`src/rtl/uart_receiver.sv`:
```
`default_nettype none
// +----------------------------------------------------------------------------+
// | Module   : uart_receiver                                                    |
// | Brief    : Oversampling 8N1 UART receiver; define UART_RX_PARITY_EN for     |
// |            8E1 framing with even-parity checking.                           |
// | Revision : 1.0  initial release                                             |
// +----------------------------------------------------------------------------+
module uart_receiver #(
   parameter int OVERSAMPLE = 16
) (
   input  logic       i_CLK,
   input  logic       i_RESET,
   input  logic       i_CLK_EN,
   input  logic       i_RX,
   output logic [7:0] o_DATA_OUT,
   output logic       o_DATA_VALID,
   output logic       o_FRAMING_ERROR,
   output logic       o_PARITY_ERROR,
   output logic       o_BUSY
);

   localparam int                 c_CNT_W = $clog2(OVERSAMPLE);
   localparam logic [c_CNT_W-1:0] c_HALF  = c_CNT_W'(OVERSAMPLE / 2 - 1);
   localparam logic [c_CNT_W-1:0] c_LAST  = c_CNT_W'(OVERSAMPLE - 1);

   typedef enum logic [2:0] {
      S_IDLE   = 3'd0,
      S_START  = 3'd1,
      S_DATA   = 3'd2,
`ifdef UART_RX_PARITY_EN
      S_PARITY = 3'd4,
`endif
      S_STOP   = 3'd3
   } state_t;

   state_t             r_state;
   logic               r_rx_meta;
   logic               r_rx_sync;
   logic               r_rx_prev;
   logic [c_CNT_W-1:0] r_cnt;
   logic [2:0]         r_bit_cnt;
   logic [7:0]         r_shift;
   logic [7:0]         r_data_out;
   logic               r_valid;
   logic               r_ferr;
`ifdef UART_RX_PARITY_EN
   logic               r_par_bit;
   logic               r_perr;
`endif

   // Line synchronizer runs every clock so the tick rate does not stretch metastability settling.
   always_ff @(posedge i_CLK) begin
      if (i_RESET) begin
         r_rx_meta <= 1'b1;
         r_rx_sync <= 1'b1;
      end else begin
         r_rx_meta <= i_RX;
         r_rx_sync <= r_rx_meta;
      end
   end

   always_ff @(posedge i_CLK) begin
      if (i_RESET) begin
         r_state    <= S_IDLE;
         r_rx_prev  <= 1'b1;
         r_cnt      <= '0;
         r_bit_cnt  <= 3'd0;
         r_shift    <= 8'h00;
         r_data_out <= 8'h00;
         r_valid    <= 1'b0;
         r_ferr     <= 1'b0;
`ifdef UART_RX_PARITY_EN
         r_par_bit  <= 1'b0;
         r_perr     <= 1'b0;
`endif
      end else begin
         // Pulses clear every clock so they last one cycle even with back-to-back ticks.
         r_valid <= 1'b0;
         r_ferr  <= 1'b0;
`ifdef UART_RX_PARITY_EN
         r_perr  <= 1'b0;
`endif
         if (i_CLK_EN) begin
            r_rx_prev <= r_rx_sync;
            case (r_state)
               S_IDLE: begin
                  if (!r_rx_sync && r_rx_prev) begin
                     r_state <= S_START;
                     r_cnt   <= '0;
                  end
               end
               S_START: begin
                  if (r_cnt == c_HALF) begin
                     r_cnt     <= '0;
                     r_bit_cnt <= 3'd0;
                     r_state   <= r_rx_sync ? S_IDLE : S_DATA;
                  end else begin
                     r_cnt <= r_cnt + 1'b1;
                  end
               end
               S_DATA: begin
                  if (r_cnt == c_LAST) begin
                     r_cnt              <= '0;
                     r_shift[r_bit_cnt] <= r_rx_sync;
                     r_bit_cnt          <= r_bit_cnt + 3'd1;
                     if (r_bit_cnt == 3'd7) begin
`ifdef UART_RX_PARITY_EN
                        r_state <= S_PARITY;
`else
                        r_state <= S_STOP;
`endif
                     end
                  end else begin
                     r_cnt <= r_cnt + 1'b1;
                  end
               end
`ifdef UART_RX_PARITY_EN
               S_PARITY: begin
                  if (r_cnt == c_LAST) begin
                     r_cnt     <= '0;
                     r_par_bit <= r_rx_sync;
                     r_state   <= S_STOP;
                  end else begin
                     r_cnt <= r_cnt + 1'b1;
                  end
               end
`endif
               S_STOP: begin
                  if (r_cnt == c_LAST) begin
                     r_cnt   <= '0;
                     r_state <= S_IDLE;
                     if (r_rx_sync) begin
                        r_data_out <= r_shift;
                        r_valid    <= 1'b1;
`ifdef UART_RX_PARITY_EN
                        r_perr     <= (^r_shift) ^ r_par_bit;
`endif
                     end else begin
                        r_ferr <= 1'b1;
                     end
                  end else begin
                     r_cnt <= r_cnt + 1'b1;
                  end
               end
               default: r_state <= S_IDLE;
            endcase
         end
      end
   end

   assign o_DATA_OUT      = r_data_out;
   assign o_DATA_VALID    = r_valid;
   assign o_FRAMING_ERROR = r_ferr;
   assign o_BUSY          = (r_state != S_IDLE);
`ifdef UART_RX_PARITY_EN
   assign o_PARITY_ERROR  = r_perr;
`else
   assign o_PARITY_ERROR  = 1'b0;
`endif

endmodule
`default_nettype wire

```
`config.mk`:
```
export PLATFORM = sky130hd
export DESIGN_NAME = uart_receiver
export DESIGN_NICKNAME = d
export VERILOG_FILES = /design/src/rtl/uart_receiver.sv
export SDC_FILE = /design/constraint.sdc
export NUM_CORES = 1
export LEC_CHECK = 0
export ABC_AREA = 1
export BUFFER_PORTS_ARGS = -buffer_cell sky130_fd_sc_hd__buf_2
export CAP_MARGIN = 20
export CORE_MARGIN = 2
export CORE_UTILIZATION = 64
export CTS_BUF_LIST = sky130_fd_sc_hd__clkbuf_4 sky130_fd_sc_hd__clkbuf_8
export DETAILED_ROUTE_END_ITERATION = 16
export GPL_ROUTABILITY_DRIVEN = 0
export PLACE_DENSITY = 0.9
export SLEW_MARGIN = 10
export SYNTH_ARGS = -nofsm -noshare
export SYNTH_HDL_FRONTEND = slang
export SYNTH_SLANG_ARGS = --single-unit
export TNS_END_PERCENT = 50
```
`constraint.sdc`:
```
create_clock -name i_CLK -period 2.6 [get_ports i_CLK]
set_clock_uncertainty 0.15 [all_clocks]
set_input_delay 0.26 -clock i_CLK [delete_from_list [all_inputs] [get_ports i_CLK]]
set_output_delay 0.26 -clock i_CLK [all_outputs]
set_load 0.01 [all_outputs]
```
Word level (Yosys, flattened, before mapping)

Cells that the tools add are included.
Widths: inputs -> output; s select.

Flip-flop bits (word level): 31
Input bits: 4
Output and inout bits: 12
Logic and storage cells: 61

$add $sub $neg: 2
Order comparisons: 2
Equality and inequality tests: 11
Multiplexer cells: 19
Bitwise gates (word level): 3
Reductions and logical operators: 14

Operators by type and width:

| kind                | number |
|---|---|
| $mux 3              | 7 |
| $mux 4              | 3 |
| $pmux 3 s4          | 1 |
| $pmux 4 s3          | 1 |
| $ne 2x2->1 const B  | 5 |
| $bwmux 8            | 1 |
| $reduce_and 4->1    | 2 |
| $eq 3x2->1 const B  | 2 |
| $pmux 3 s2          | 1 |
| $reduce_and 3->1    | 2 |
| $reduce_and 6->1    | 1 |
| $reduce_bool 3->1   | 2 |
| $add 4x1->4 const B | 1 |
| $eq 4x3->1 const B  | 1 |
| $eq 4x4->1 const B  | 1 |
| $lt 3x4->1 const B  | 1 |
| $reduce_or 4->1     | 1 |
| $add 3x1->3 const B | 1 |
| $demux 1 s3         | 1 |
| $eq 3x1->1 const B  | 1 |
| $eq 3x3->1 const B  | 1 |
| $ge 3x1->1 const B  | 1 |
| $logic_not 3->1     | 1 |
| $mux 1              | 3 |
| 6 further kinds     | 9 |

Logic depth before layout (Yosys ltp)

Depth after elaboration: 5
Mapped depth: 10
Depth with buffers taken out: 9

Least setup slack after synthesis

Ideal clock, no wire load.

Path type: register to register
From: register r_cnt[0]
To: register r_shift[3]
Setup time: 0.115 ns
Data arrival time: 1.226 ns
Data required time: 2.335 ns
Path slack: 1.109 ns
Stages on the path, launching flop included: 10
Buffers on the path: 1
Period minus slack after synthesis: 1.491 ns
Cells stage by stage: dfxtp_1 ha_1 nand3_2 inv_1 nand2_2 inv_4 buf_12 nand3_1 nand2_1 nor2_1

Word-level cells in the longest chain between the ends: 2

Ends and longest elaborated chain:

| what                          | line | RTL |
|---|---|---|
| start, declared               | 40   | `logic [c_CNT_W-1:0] r_cnt;` |
| start signal, assigned        | 98   | `r_cnt <= r_cnt + 1'b1;` |
| start signal, assigned        | 114  | `r_cnt <= r_cnt + 1'b1;` |
| start signal, assigned        | 142  | `r_cnt <= r_cnt + 1'b1;` |
| $eq 4x4->1                    | 102  | `if (r_cnt == c_LAST) begin` |
| $reduce_and 3->1 (no line)    | n/a  |  |
| end signal, assigned by index | 104  | `r_shift[r_bit_cnt] <= r_rx_sync;` |
| end, declared                 | 42   | `logic [7:0] r_shift;` |

Every way passes these cells.
A chain may end at the register's enable or synchronous reset.

Worst setup path in the final report

From: register r_cnt[0]
To: register r_data_out[4] (netlist: o_DATA_OUT[4])

Word-level cells in the longest chain between the ends: 2

Ends and longest elaborated chain:

| what                       | line | RTL |
|---|---|---|
| $eq 4x4->1                 | 129  | `if (r_cnt == c_LAST) begin` |
| $reduce_and 4->1 (no line) | n/a  |  |
| end signal, assigned       | 133  | `r_data_out <= r_shift;` |
| end, declared              | 43   | `logic [7:0] r_data_out;` |

Every way passes these cells.

==> results.md <==
- Critical setup path kind: reg2reg
- Area contributors post-synth: sky130_fd_sc_hd__dfxtp_1 42%, sky130_fd_sc_hd__nor2_1 12%, sky130_fd_sc_hd__nand2_1 9.9%, sky130_fd_sc_hd__nand3_2 4.2%, sky130_fd_sc_hd__o21ai_0 4.2%
- WL per Instance: approximately 12 um
- Clock network latency to the later pin of the worst-skew pair: 0.33 ns
- Worst EP arrival: approximately 1.8 ns
- Final Max Slew Viols: 0
- Post-detailed-routing wire length: about 2900 um
- Highest attainable clock frequency: roughly 0.59 GHz
- Clock Power Share: 0.301
- Violation count after the first detailed-routing iteration: 58
- Sequential cell area fraction in the yosys report: 0.4163
- Final count of negative-setup-slack endpoints: 0
- Die height: ~51 um
- TritonCTS clock tree: done
- Hold Path Stages: 2
- Number of optimization iterations in the first detailed-route pass: 4
- Max-capacitance violation count: 0
- Net count after synthesis: ~210
- Cell area after layout: about 1500 um^2
- Critical-path cell list: ha_1 > nand3_2 > nor3_4 > inv_2 > nor2_1 > nor2_1
- Worst relative slew slack: 0.6566
- Via Count: approximately 1,300
- PD cells: roughly 540 nW/um^2
- Count of antenna diodes in the layout: 0
- Core Box Area: around 2200 um^2
- Total routing resource utilization after global routing: 0.2529
- Ratio of cells with drive above 1 in the final layout: 0.2066
- # fillers: 169
- Average cell area after synthesis: between 7 and 8 um^2
- Number of flip-flops and latches in the synthesized netlist: 30
- Sinks on Clock Net: 30
- P&R area growth vs syn: 7.198%
- First-pass GRT wire length: between 4000 and 5000 um
- Area share of the leading cell type in the synthesized netlist: 0.4163
- Number of hold violations in the final report: 0
- Number of I/O pins: 16
- Post-DP Area: approximately 1500 um^2
- Hold Crit Class: in2reg
- Number of standard cells after synthesis: about 200
- Portion of total power attributed to combinational logic: 0.123
- Die width: approximately 50 um
- Input/output buffers: 14
- Total leakage power: between 0.7 and 0.8 nW
- Post-DP HPWL: approximately 2100 um
- Vias in the first global route: ~1,200
- CP endpoint kind: flip-flop
- CTS clk-pin slew, worst paths: ~0.10 ns
- Pin slew with the least headroom to its limit: between 0.5 and 0.6 ns
- Number of nets at the end of the flow: 220
- Number of H-tree levels: 2
- Fin crit share: 0.6476
- Residual DRC count: 0
- Floorplan row count: 17
- Die area: 2650 um^2
- Final setup TNS: 0 ns
- Relative contribution of sequential cells to total power: 0.576
- Number of warning messages in the yosys log: 0
- Switching part of the total: 0.2887
- Initial standard-cell utilization of the core: 0.6649
- Max VDD drop: approximately 0.53 mV
- Initial antenna violation count: 0
- Crit path max-delay cell type: sky130_fd_sc_hd__dfxtp_1
- Number of antenna-violating nets in the routed design: 0
- Total CTS buffers: 5
- Internal Power: 0.0005977 W
- Required time of the critical path: about 2.7 ns
- Critical Path Fanout Max: 9
- Sw power: 0.0002426 W
- Clock Tree Root: sky130_fd_sc_hd__clkbuf_4
- Number of setup buffers added after CTS: 0
- Yosys top cell by area: sky130_fd_sc_hd__dfxtp_1
- Setup repair after global routing missed its margin: false
- Library cells used by synthesis: 29
- Delay of the slowest critical-path stage: ~0.42 ns
- Post-Syn Area: 1443 um^2
- Maximum number of pins on one net before global-route repair: 21
- Length in cells of the worst reg-to-reg path: 6
- Fin crit period: approximately 1.7 ns
- Average via count per standard cell: 5.307
- Launching element type of the critical path: flip-flop
- Outcome: finished clean
- Remaining global-route overflow: 0
- Maximum buffer depth of the clock tree: 2
- Most Frequent Cell on Critical Path: sky130_fd_sc_hd__nor2_1
-- cell usage after synthesis, drive strengths merged --
master  instances
ha              3
clkinv          1
nand3b          1
inv            18
conb            1
nand3          15
or2             2
nor2           48
a21oi          13
nand2          41
clkbuf          1
nor3            2
o21ai          13
nand4           3
buf             6
dfxtp          30
-- final timing paths --
check / to / startpoint / slack (ns)
worst min-delay path: r_shift[6] / i_RESET / 0.08
worst min register to register: r_rx_sync / r_rx_meta / 0.27
worst max register to register: o_DATA_OUT[4] / r_cnt[0] / 0.92
worst max-delay path: o_DATA_OUT[4] / r_cnt[0] / 0.92
-- layout by cell type, fill, tap and decap left out --
cell / count
sky130_fd_sc_hd__nor2_1: 47
sky130_fd_sc_hd__nand2_1: 38
sky130_fd_sc_hd__dfxtp_1: 30
sky130_fd_sc_hd__inv_1: 15
sky130_fd_sc_hd__buf_2: 14
sky130_fd_sc_hd__o21ai_0: 12
sky130_fd_sc_hd__nand3_1: 9
sky130_fd_sc_hd__a21oi_1: 8
sky130_fd_sc_hd__nand3_2: 6
sky130_fd_sc_hd__a21oi_2: 5
sky130_fd_sc_hd__clkbuf_4: 5
sky130_fd_sc_hd__clkinv_2: 3
sky130_fd_sc_hd__nand4_1: 3
sky130_fd_sc_hd__ha_1: 3
sky130_fd_sc_hd__nand2_2: 2
sky130_fd_sc_hd__inv_2: 2
sky130_fd_sc_hd__or2_2: 2
sky130_fd_sc_hd__nor3_4: 1
sky130_fd_sc_hd__nand2_4: 1
sky130_fd_sc_hd__nor2_2: 1
sky130_fd_sc_hd__o21ai_2: 1
sky130_fd_sc_hd__nand3b_1: 1
sky130_fd_sc_hd__inv_4: 1
sky130_fd_sc_hd__nor3_1: 1
sky130_fd_sc_hd__conb_1: 1
sky130_fd_sc_hd__dlygate4sd3_1: 1
-- per-stage QoR --
step	setup slack, ns	hold slack, ns	utilization	std cells	total power, W
final	0.9163	0.08152	0.7128	241	0.0008402
after global routing	0.7766	0.08510	0.7128	241	0.0008800
after CTS	0.9180	0.07285	0.7128	241	0.0008448
after detailed placement	0.9321	0.2497	0.6863	233	0.0005943
after global placement	0.9621	0.2442	0.6863	233	0.0005910
after floorplan	1.109	0.2138	-	198	0.0005773
-- flip-flops by register name (all words and copies together) (netlist names) --
name,cells
r_rx_meta,1
o_DATA_VALID,1
o_DATA_OUT,8
o_FRAMING_ERROR,1
r_bit_cnt,3
r_rx_sync,1
r_rx_prev,1
r_shift,8
r_state,2
r_cnt,4
-- layout make-up --
cell class	instances	area, um^2	share of cell area
multi-input cells	142	708.2	0.4579
flip-flops and latches	30	600.6	0.3884
repair buffers	15	80.08	0.05178
inverters	19	75.07	0.04854
clock buffers	5	37.54	0.02427
well taps	28	35.03	0.02265
clock inverters	2	10.01	0.006473
-- worst max-delay path, delay by kind of cell (launching register included) --
family                     cells  cell delay, ns
and+or+nand+nor                4            0.61
DFF                            1            0.42
adders and majority gates      1            0.26
buffers and inverters          1            0.13
-- what timing repair did --
| action | 4_1_cts | 5_1_grt |
|---|---|---|
| resized for setup | 0 | 0 |
| hold buffers | 1 | 0 |
| hold endpoints to repair | 1 | 0 |
-- layer usage --
metal	vias to the layer above	part of all wire	track usage
met5	-	0	0
met4	0	0.032	0.1579
met3	12	0.056	0.07018
met2	47	0.50	0.4380
met1	565	0.41	0.2679
li1	655	-	-
-- power by group through the flow --
stage	registers, W	logic (W)	clock network (W)
2_1_floorplan	0.000484	0.0000931	0
3_3_place_gp	0.000493	0.0000976	0
3_5_place_dp	0.000494	0.000100	0
4_1_cts	0.000483	0.000102	0.000260
5_1_grt	0.000486	0.000116	0.000278
6_report	0.000484	0.000103	0.000253
-- cells by family (layout without fill, tap and decap cells) --
group / Yosys count / count (layout) / synth area share
flops: 30 / 30 / 0.4163
buf+inv: 26 / 41 / 0.09279
simple gates: 112 / 112 / 0.3565
other cells: 1 / 1 / 0.002599
fa+ha+maj: 3 / 3 / 0.02602
compound gates: 26 / 26 / 0.1058
Note: power is estimated with default switching activity, not from simulation.
